==> config.mk <==
export PLATFORM = sky130hd
export DESIGN_NAME = trunc_prod_accumulator
export DESIGN_NICKNAME = d
export VERILOG_FILES = /design/src/rtl/trunc_mult_pkg.sv /design/src/rtl/trunc_sat_adder.sv /design/src/rtl/trunc_prod_accumulator.sv
export SDC_FILE = /design/constraint.sdc
export NUM_CORES = 1
export LEC_CHECK = 0
export CORE_UTILIZATION = 38
export CTS_BUF_LIST = sky130_fd_sc_hd__clkbuf_8
export CTS_CLUSTER_SIZE = 24
export DETAILED_ROUTE_END_ITERATION = 16
export GPL_TIMING_DRIVEN = 0
export PLACE_DENSITY_LB_ADDON = 0.25
export SYNTH_ARGS = -nofsm -noshare
export SYNTH_HDL_FRONTEND = slang
export SYNTH_HIERARCHICAL = 1
export SYNTH_SLANG_ARGS = --single-unit
export TNS_END_PERCENT = 30
==> constraint.sdc <==
create_clock -name clk -period 2.5 [get_ports clk]
set_input_delay 0.625 -clock clk [delete_from_list [all_inputs] [get_ports clk]]
set_output_delay 0.625 -clock clk [all_outputs]
set_load 0.03 [all_outputs]
==> src/rtl/trunc_mult_pkg.sv <==
// Shared definitions for the truncated-multiplier datapath and its accumulator back-end.
//   DATA_W_DEF  : default product width (upper byte of the 8x8 product)
//   ACC_W_DEF   : default accumulator width
//   acc_state_e : accumulator FSM states
//   sat_add     : saturating add at the default widths, returns {sat, sum}
package trunc_mult_pkg;

  localparam int DATA_W_DEF = 8;
  localparam int ACC_W_DEF  = 12;

  typedef enum logic {
    ACCUM = 1'b0,
    HOLD  = 1'b1
  } acc_state_e;

  function automatic logic [ACC_W_DEF:0] sat_add(input logic [ACC_W_DEF-1:0]  acc,
                                                input logic [DATA_W_DEF-1:0] prod);
    logic [ACC_W_DEF:0] full;
    full = {1'b0, acc} + {{(ACC_W_DEF+1-DATA_W_DEF){1'b0}}, prod};
    if (full[ACC_W_DEF]) begin
      sat_add = {1'b1, {ACC_W_DEF{1'b1}}};
    end else begin
      sat_add = {1'b0, full[ACC_W_DEF-1:0]};
    end
  endfunction

endpackage

==> src/rtl/trunc_sat_adder.sv <==
// Combinational saturating adder: acc + zero-extended prod, clamped at all-ones.
//   acc_i  : running sum
//   prod_i : unsigned product term
//   sum_o  : clamped sum
//   ovf_o  : high when the true sum did not fit in ACC_W bits
module trunc_sat_adder
  import trunc_mult_pkg::*;
#(
  parameter int DATA_W = DATA_W_DEF,
  parameter int ACC_W  = ACC_W_DEF
) (
  input  logic [ACC_W-1:0]  acc_i,
  input  logic [DATA_W-1:0] prod_i,
  output logic [ACC_W-1:0]  sum_o,
  output logic              ovf_o
);

  logic [ACC_W:0] full;

  // One extra bit of headroom catches the carry-out that signals overflow.
  assign full  = {1'b0, acc_i} + {{(ACC_W+1-DATA_W){1'b0}}, prod_i};
  assign ovf_o = full[ACC_W];
  assign sum_o = ovf_o ? {ACC_W{1'b1}} : full[ACC_W-1:0];

endmodule

==> src/rtl/trunc_prod_accumulator.sv <==
// Frame accumulator for truncated products with a single registered result slot.
//   clk, rst                     : clock, synchronous active-high reset
//   in_valid/in_ready            : product beat handshake (in_prod, in_last)
//   out_valid/out_ready          : frame result handshake
//   out_acc, out_count, out_sat  : saturated frame sum, term count, saturation flag
//
//   state | meaning
//   ACCUM | collecting terms, result slot empty
//   HOLD  | result presented, waiting for out_ready
module trunc_prod_accumulator
  import trunc_mult_pkg::*;
#(
  parameter int DATA_W  = DATA_W_DEF,
  parameter int ACC_W   = ACC_W_DEF,
  parameter int MAX_LEN = 16,
  parameter int CNT_W   = $clog2(MAX_LEN+1)
) (
  input  logic              clk,
  input  logic              rst,
  input  logic              in_valid,
  output logic              in_ready,
  input  logic [DATA_W-1:0] in_prod,
  input  logic              in_last,
  output logic              out_valid,
  input  logic              out_ready,
  output logic [ACC_W-1:0]  out_acc,
  output logic [CNT_W-1:0]  out_count,
  output logic              out_sat
);

  if (ACC_W < DATA_W) begin : g_width_check
    $error("ACC_W must be >= DATA_W");
  end

  acc_state_e       state_q, state_d;
  logic [ACC_W-1:0] acc_q, acc_d;
  logic [CNT_W-1:0] cnt_q, cnt_d;
  logic             sat_q, sat_d;
  logic             out_valid_q, out_valid_d;
  logic [ACC_W-1:0] out_acc_q, out_acc_d;
  logic [CNT_W-1:0] out_count_q, out_count_d;
  logic             out_sat_q, out_sat_d;

  logic [ACC_W-1:0] sum;
  logic             ovf;
  logic [CNT_W-1:0] cnt_inc;
  logic             sat_next;
  logic             take;
  logic             close;

  trunc_sat_adder #(
    .DATA_W (DATA_W),
    .ACC_W  (ACC_W)
  ) u_adder (
    .acc_i  (acc_q),
    .prod_i (in_prod),
    .sum_o  (sum),
    .ovf_o  (ovf)
  );

  // A draining result frees the slot in the same cycle, so a new beat may enter.
  assign in_ready = (state_q == ACCUM) || out_ready;
  assign take     = in_valid && in_ready;
  assign cnt_inc  = cnt_q + CNT_W'(1);
  assign sat_next = sat_q | ovf;
  assign close    = take && (in_last || (cnt_inc == CNT_W'(MAX_LEN)));

  // acc/cnt/sat are already cleared on close, so a beat taken in HOLD
  // naturally starts the next frame from zero.
  always_comb begin
    state_d     = state_q;
    acc_d       = acc_q;
    cnt_d       = cnt_q;
    sat_d       = sat_q;
    out_valid_d = out_valid_q;
    out_acc_d   = out_acc_q;
    out_count_d = out_count_q;
    out_sat_d   = out_sat_q;
    if (take) begin
      if (close) begin
        out_acc_d   = sum;
        out_count_d = cnt_inc;
        out_sat_d   = sat_next;
        out_valid_d = 1'b1;
        acc_d       = '0;
        cnt_d       = '0;
        sat_d       = 1'b0;
        state_d     = HOLD;
      end else begin
        acc_d       = sum;
        cnt_d       = cnt_inc;
        sat_d       = sat_next;
        out_valid_d = 1'b0;
        state_d     = ACCUM;
      end
    end else if ((state_q == HOLD) && out_ready) begin
      out_valid_d = 1'b0;
      state_d     = ACCUM;
    end
  end

  always_ff @(posedge clk) begin
    if (rst) begin
      state_q     <= ACCUM;
      acc_q       <= '0;
      cnt_q       <= '0;
      sat_q       <= 1'b0;
      out_valid_q <= 1'b0;
      out_acc_q   <= '0;
      out_count_q <= '0;
      out_sat_q   <= 1'b0;
    end else begin
      state_q     <= state_d;
      acc_q       <= acc_d;
      cnt_q       <= cnt_d;
      sat_q       <= sat_d;
      out_valid_q <= out_valid_d;
      out_acc_q   <= out_acc_d;
      out_count_q <= out_count_d;
      out_sat_q   <= out_sat_d;
    end
  end

  assign out_valid = out_valid_q;
  assign out_acc   = out_acc_q;
  assign out_count = out_count_q;
  assign out_sat   = out_sat_q;

endmodule

---- Yosys cells after proc, flatten, opt, wreduce, memory -nomap -nowiden ----
Cells that the tools add are included.
operators by class
  add/sub/neg operators ................... 2
  $mul .................................... 0
  divide/modulo/power cells ............... 0
  magnitude comparators ................... 0
  equality and inequality tests ........... 1
  shift operators ......................... 0
  mux-type cells .......................... 7
  bitwise logic cells ..................... 2
  reductions and logical operators ........ 7
operators by type and width
  cell                                         count
  two-way mux 12 bit                           2
  adder 12 x 8 -> 13 bit                       1
  adder 5 x 1 -> 5 bit, second input constant  1
  == test 5 bit, second input constant         1
  two-way mux 5 bit                            1
  two-way mux 1 bit                            4
  logical AND 1 bit                            3
  logical OR 1 bit                             2
  AND reduction 2 bit                          1
  nonzero test 2 bit                           1
  inverter 1 bit                               1
  OR 1 bit                                     1
storage, ports and cells
  register bits after elaboration ......... 37
  bits in latches ......................... 0
  RAM bits ................................ 0
  memory bits (read-only) ................. 0
  bits of input ports ..................... 13
  output and inout port bits .............. 20
  word-level logic and storage cells ...... 26
  memories ................................ 0

---- Longest topological paths before layout ----
  depth in word-level cells ............... 6
  mapped depth ............................ 9
  gate-level depth less buffers ........... 9

---- By module ----
Netlist, hierarchy kept.
modules (own cells, without submodules)
  module                  times used  cells each  area an instance (um^2)  seq. area each (um^2)
  trunc_prod_accumulator  1           202         1,806.7                  740.7
  trunc_sat_adder         1           71          494.2                    0.0

---- Worst setup path after synthesis ----
OpenSTA, ideal clock, no wires.
  kind .................................... input-to-reg
  from .................................... input port in_prod[0]
  to ...................................... register acc_q[8]
  setup time .............................. 70 ps
  data arrival time ....................... 2,525 ps
  required time ........................... 2,430 ps
  path slack .............................. -96 ps
  stages on the path ...................... 9
  buffers on the path ..................... 0
  cells stage by stage .................... ha_1 -> fa_1 -> a211oi_1 -> o211ai_2 -> and3_2 -> a21oi_1 -> nand3_1 -> a211o_1 -> a21oi_1
on the way
  longest elaborated chain between the ends .. 3
RTL lines
  what                    RTL line                       RTL
  start: declaration      trunc_prod_accumulator.sv:22   input logic [DATA_W-1:0] in_prod,
  adder 12 x 8 -> 13 bit  trunc_sat_adder.sv:21          assign full = {1'b0, acc_i} + {{(ACC_W+1-DATA_W){1'b0}}, prod_i};
  two-way mux 12 bit      trunc_sat_adder.sv:23          assign sum_o = ovf_o ? {ACC_W{1'b1}} : full[ACC_W-1:0];
  via sum[8]              trunc_prod_accumulator.sv:44   logic [ACC_W-1:0] sum;
  two-way mux 12 bit      trunc_prod_accumulator.sv:80   if (close) begin
  end signal: assignment  trunc_prod_accumulator.sv:105  acc_q <= '0;
  end signal: assignment  trunc_prod_accumulator.sv:114  acc_q <= acc_d;
  end: declaration        trunc_prod_accumulator.sv:36   logic [ACC_W-1:0] acc_q, acc_d;
The timed path passes the listed nets, and every way through them passes these cells.
A chain may end at the register's enable or synchronous reset.

---- Worst setup path in the final report ----
  from .................................... input port in_prod[4]
  to ...................................... register acc_q[9]
Same word-level chain as after synthesis.

==> implementation parameters <==
Parameter                              Value

Logic synthesis
  Share of flip-flops with an asynchronous set or reset after synthesis    0
  Post-synth EDFFs    0
  Synthesized-area fraction occupied by ao, oa, aoi and oai cells    0.214
  Area share of and/or/nand/nor cells after synthesis    0.238
  Main combinational cell family by area after synthesis    simple AND/OR/NAND/NOR gates
  Register bit total from synthesis    37
  Mapped Nets    296
  Post-synthesis instance area    2300 um^2
  Post-synthesis average cell area    8.43 um^2
  Fraction of the yosys area taken by sequential cells    0.322
  XOR/XNOR Fraction of Synth Area    0.0343
  Number of warnings printed during yosys synthesis    6
  Number of unique standard cell types used by synthesis    44
  Share of synthesized area spent on multiplexers    0.0897
  Most instantiated flip-flop cell in the synthesis netlist    sky130_fd_sc_hd__dfxtp_1
  Adder-cell area share of the yosys netlist    0.0576
  Instance count of the mapped netlist    273

CTS
  Clock-pin slew of the registers on the worst-case setup and hold paths    0.08 ns
  Clock sink total    37
  Post-CTS Hold Buffers    0
  Clock buffer depth    2
  TritonCTS buffer count    5
  Source-to-sink clock delay at the later pin of the worst-skew pair    0.29 ns
  Clock tree from TritonCTS    yes
  Library cell used as clock root buffer    sky130_fd_sc_hd__clkbuf_8
  Total number of H-tree levels    2

Critical path
  Critical path launch point type    primary input
  Setup slack of the most critical reg-to-reg path    0.25 ns
  Slowest cell on the critical path    sky130_fd_sc_hd__clkdlybuf4s50_1
  Highest cell delay on the worst timing path    0.51 ns
  Type of destination of the critical path    register
  Type of the worst setup path    in -> reg
  Worst reg-to-reg path cell count    9
  Critical register-to-register path endpoint    acc_q[8]
  Cells traversed along the worst timing path    clkdlybuf4s50_1 -> ha_4 -> a21oi_1 -> o211ai_1 -> o21ai_1 -> mux2i_1 -> nand3_1 -> a211o_1 -> a21oi_1
  Reg-to-Reg Start    acc_q[0]
  Critical path data arrival time    2.77 ns
  Dominant cell type by count on the critical path    sky130_fd_sc_hd__a21oi_1
  WP data required    2.73 ns
  Maximum fanout count along the critical path    4

Hold path
  Min-delay src    out_acc[2]
  WHS Path Cells    2
  Hold path endpoint    out_acc[2]
  Class of the worst hold path    reg -> reg

Place
  Port Buffers    30
  Gpl congestion    0.860
  Worst slack at placement    -0.644 ns
  Post-placement cell area    2700 um^2
  Post-DP HPWL    4040 um

Die
  Floorplan Core Area    5680 um^2
  Initial cell density of the core    0.405
  Full die area    6370 um^2
  Die boundary width    79.8 um
  I/O Pins    33
  Cell Rows    27
  Die boundary height    79.8 um

STA
  Total count of max-transition violations in the final report    0
  Worst slew margin    0.578
  Final setup violation count    1
  Final min period    2.55 ns
  Setup TNS after final layout    -0.0452 ns
  Worst setup slack after layout    -0.0452 ns
  Worst-Margin Slew    0.633 ns
  Hold slack final    0.475 ns
  Worst Clk Skew    0.00823 ns
  Final hold violation count    0
  Crit share post-route    1.02
  Highest attainable clock frequency    0.393 GHz
  RSZ-0062 raised after global routing    yes

Power
  Clock power share    0.368
  Power density over the cells    491 nW/um^2
  Share of total power in sequential cells    0.417
  Sw Pwr    0.420 mW
  Internal    1.08 mW
  Proportion of total power due to net switching    0.280
  Relative contribution of combinational cells to total power    0.215
  Leakage power    1.18 nW
  Worst VDD drop    194 uV

Cells and area
  Layout cells sized above 1    0.176
  Post-layout nets    341
  Inserted Diodes    0
  FILL cells    531
  Area growth from synthesis to layout    32.8%
  Final instance area    3060 um^2

Detailed routing
  Post-detailed-route DRC marker count    0
  Total Routed Length    5700 um
  Count of routing violations after the opening detailed-route iteration    107
  Final ANT Viol Nets    0
  Via/cell ratio    5.30
  Post-DR wirelength/cell    14.6 um
  Via count    2074
  Total iterations of the first detailed-routing run    4

Global routing
  Overall fraction of global-route tracks in use    0.190
  Number of antenna violations at the first check in global routing    0
  Global-route met1 utilization    0.258
  GR peak layer    met2
  First-pass GRT wire length    9310 um
  Vias in the first global route    1961
  Pin count of the biggest net entering global routing    13
  Met2 GRT Util    0.280
  Total overflow reported by the global router    0
  Met3 GRT Util    0.0446

Outcome
  Outcome    finished with violations
  Violated checks    setup timing

Run
  Number of max-cap violations    0
-- cell type report --
class	instances	area, um^2	share of cell area
tap	72	90.1	0.0295
buffer	19	95.1	0.0311
sequential	37	741	0.242
clock buffer	6	82.6	0.0270
multi-input combinational	213	1640	0.538
inverter	4	15.0	0.00491
clock inverter	2	37.5	0.0123
timing repair buffer	38	352	0.115
-- power groups by stage --
stage,registers (mW),logic [mW],clock network [mW]
2_1_floorplan,0.661,0.165,0
3_3_place_gp,0.637,0.275,0
3_5_place_dp,0.637,0.277,0
4_1_cts,0.624,0.294,0.569
5_1_grt,0.630,0.351,0.602
6_report,0.626,0.322,0.552
-- through the flow --
step	power [mW]	instances	util
2_1_floorplan	0.826	273	-
6_report	1.50	391	0.539
3_3_place_gp	0.912	375	0.476
4_1_cts	1.49	387	0.516
3_5_place_dp	0.914	375	0.476
5_1_grt	1.58	391	0.539
-- worst max-delay path by stage --
stage | to | startpoint | slack (ns)
floorplan | acc_q[8] | in_prod[0] | 0.02
global placement | in_ready | out_ready | -0.66
global route | acc_q[9] | in_prod[4] | -0.08
detailed placement | acc_q[8] | in_prod[0] | -0.64
CTS | acc_q[7] | in_prod[2] | 0.01
finish | acc_q[9] | in_prod[4] | -0.05
-- worst max-delay path: cells and delay by family --
family / cells / cell delay (ns)
simple gates: 1 / 0.10
buf+inv: 1 / 0.51
fa+ha+maj: 1 / 0.23
compound gates: 5 / 1.01
mux: 1 / 0.29
-- cell usage after synthesis, types with 3 or more instances --
library cell               count  area (um^2)
sky130_fd_sc_hd__clkbuf_1      9         33.8
sky130_fd_sc_hd__a21oi_1      30          150
sky130_fd_sc_hd__xor2_1        4         35.0
sky130_fd_sc_hd__nand2b_1     34          213
sky130_fd_sc_hd__o211ai_1      3         22.5
sky130_fd_sc_hd__nor2b_1       4         25.0
sky130_fd_sc_hd__dfxtp_1      37          741
sky130_fd_sc_hd__nand2_1      25         93.8
sky130_fd_sc_hd__xnor2_1       5         43.8
sky130_fd_sc_hd__nor2_1        5         18.8
sky130_fd_sc_hd__ha_1          9          113
sky130_fd_sc_hd__buf_2         5         25.0
sky130_fd_sc_hd__o21ai_0      11         55.1
sky130_fd_sc_hd__nand3_1      18         90.1
sky130_fd_sc_hd__nor3_1        3         15.0
sky130_fd_sc_hd__buf_1         3         11.3
sky130_fd_sc_hd__a211o_1      13          114
sky130_fd_sc_hd__mux2i_1      15          150
sky130_fd_sc_hd__inv_1         4         15.0
-- layout by cell type, fill, tap and decap left out, types with 6 or more instances in the layout --
| cell type | count |
|---|---|
| sky130_fd_sc_hd__a211o_1 | 13 |
| sky130_fd_sc_hd__a21oi_1 | 25 |
| sky130_fd_sc_hd__buf_4 | 10 |
| sky130_fd_sc_hd__clkbuf_1 | 9 |
| sky130_fd_sc_hd__clkbuf_8 | 6 |
| sky130_fd_sc_hd__clkdlybuf4s50_1 | 26 |
| sky130_fd_sc_hd__dfxtp_1 | 37 |
| sky130_fd_sc_hd__ha_4 | 7 |
| sky130_fd_sc_hd__mux2i_1 | 15 |
| sky130_fd_sc_hd__nand2_1 | 24 |
| sky130_fd_sc_hd__nand2b_1 | 34 |
| sky130_fd_sc_hd__nand3_1 | 18 |
| sky130_fd_sc_hd__o21ai_0 | 7 |
-- state kept, by name, indices dropped and copies added, names as in the netlist --
signal,cells
out_count,5
cnt_q,5
acc_q,12
out_valid,1
out_sat,1
out_acc,12
sat_q,1
-- metal layers --
metal,wire length [um],share of wire,up-vias
met5,0,0,-
met4,165,0.029,0
met3,269,0.047,13
met2,2450,0.43,65
met1,2820,0.49,939
li1,-,-,1057
-- cell families after synthesis --
family | Yosys count
adders and majority gates | 10
buffers and inverters | 23
xor gates and xnor gates | 9
and+or+nand+nor | 102
muxes | 19
DFF | 37
AOI/OAI and AO/OA | 73
-- repair_timing --
action,4_1_cts,5_1_grt
cloned,0,0
setup endpoints to repair,26,14
pin swaps,8,17
resized for setup,28,19
buffers inserted,4,4
Note: power is estimated with default switching activity, not from simulation.
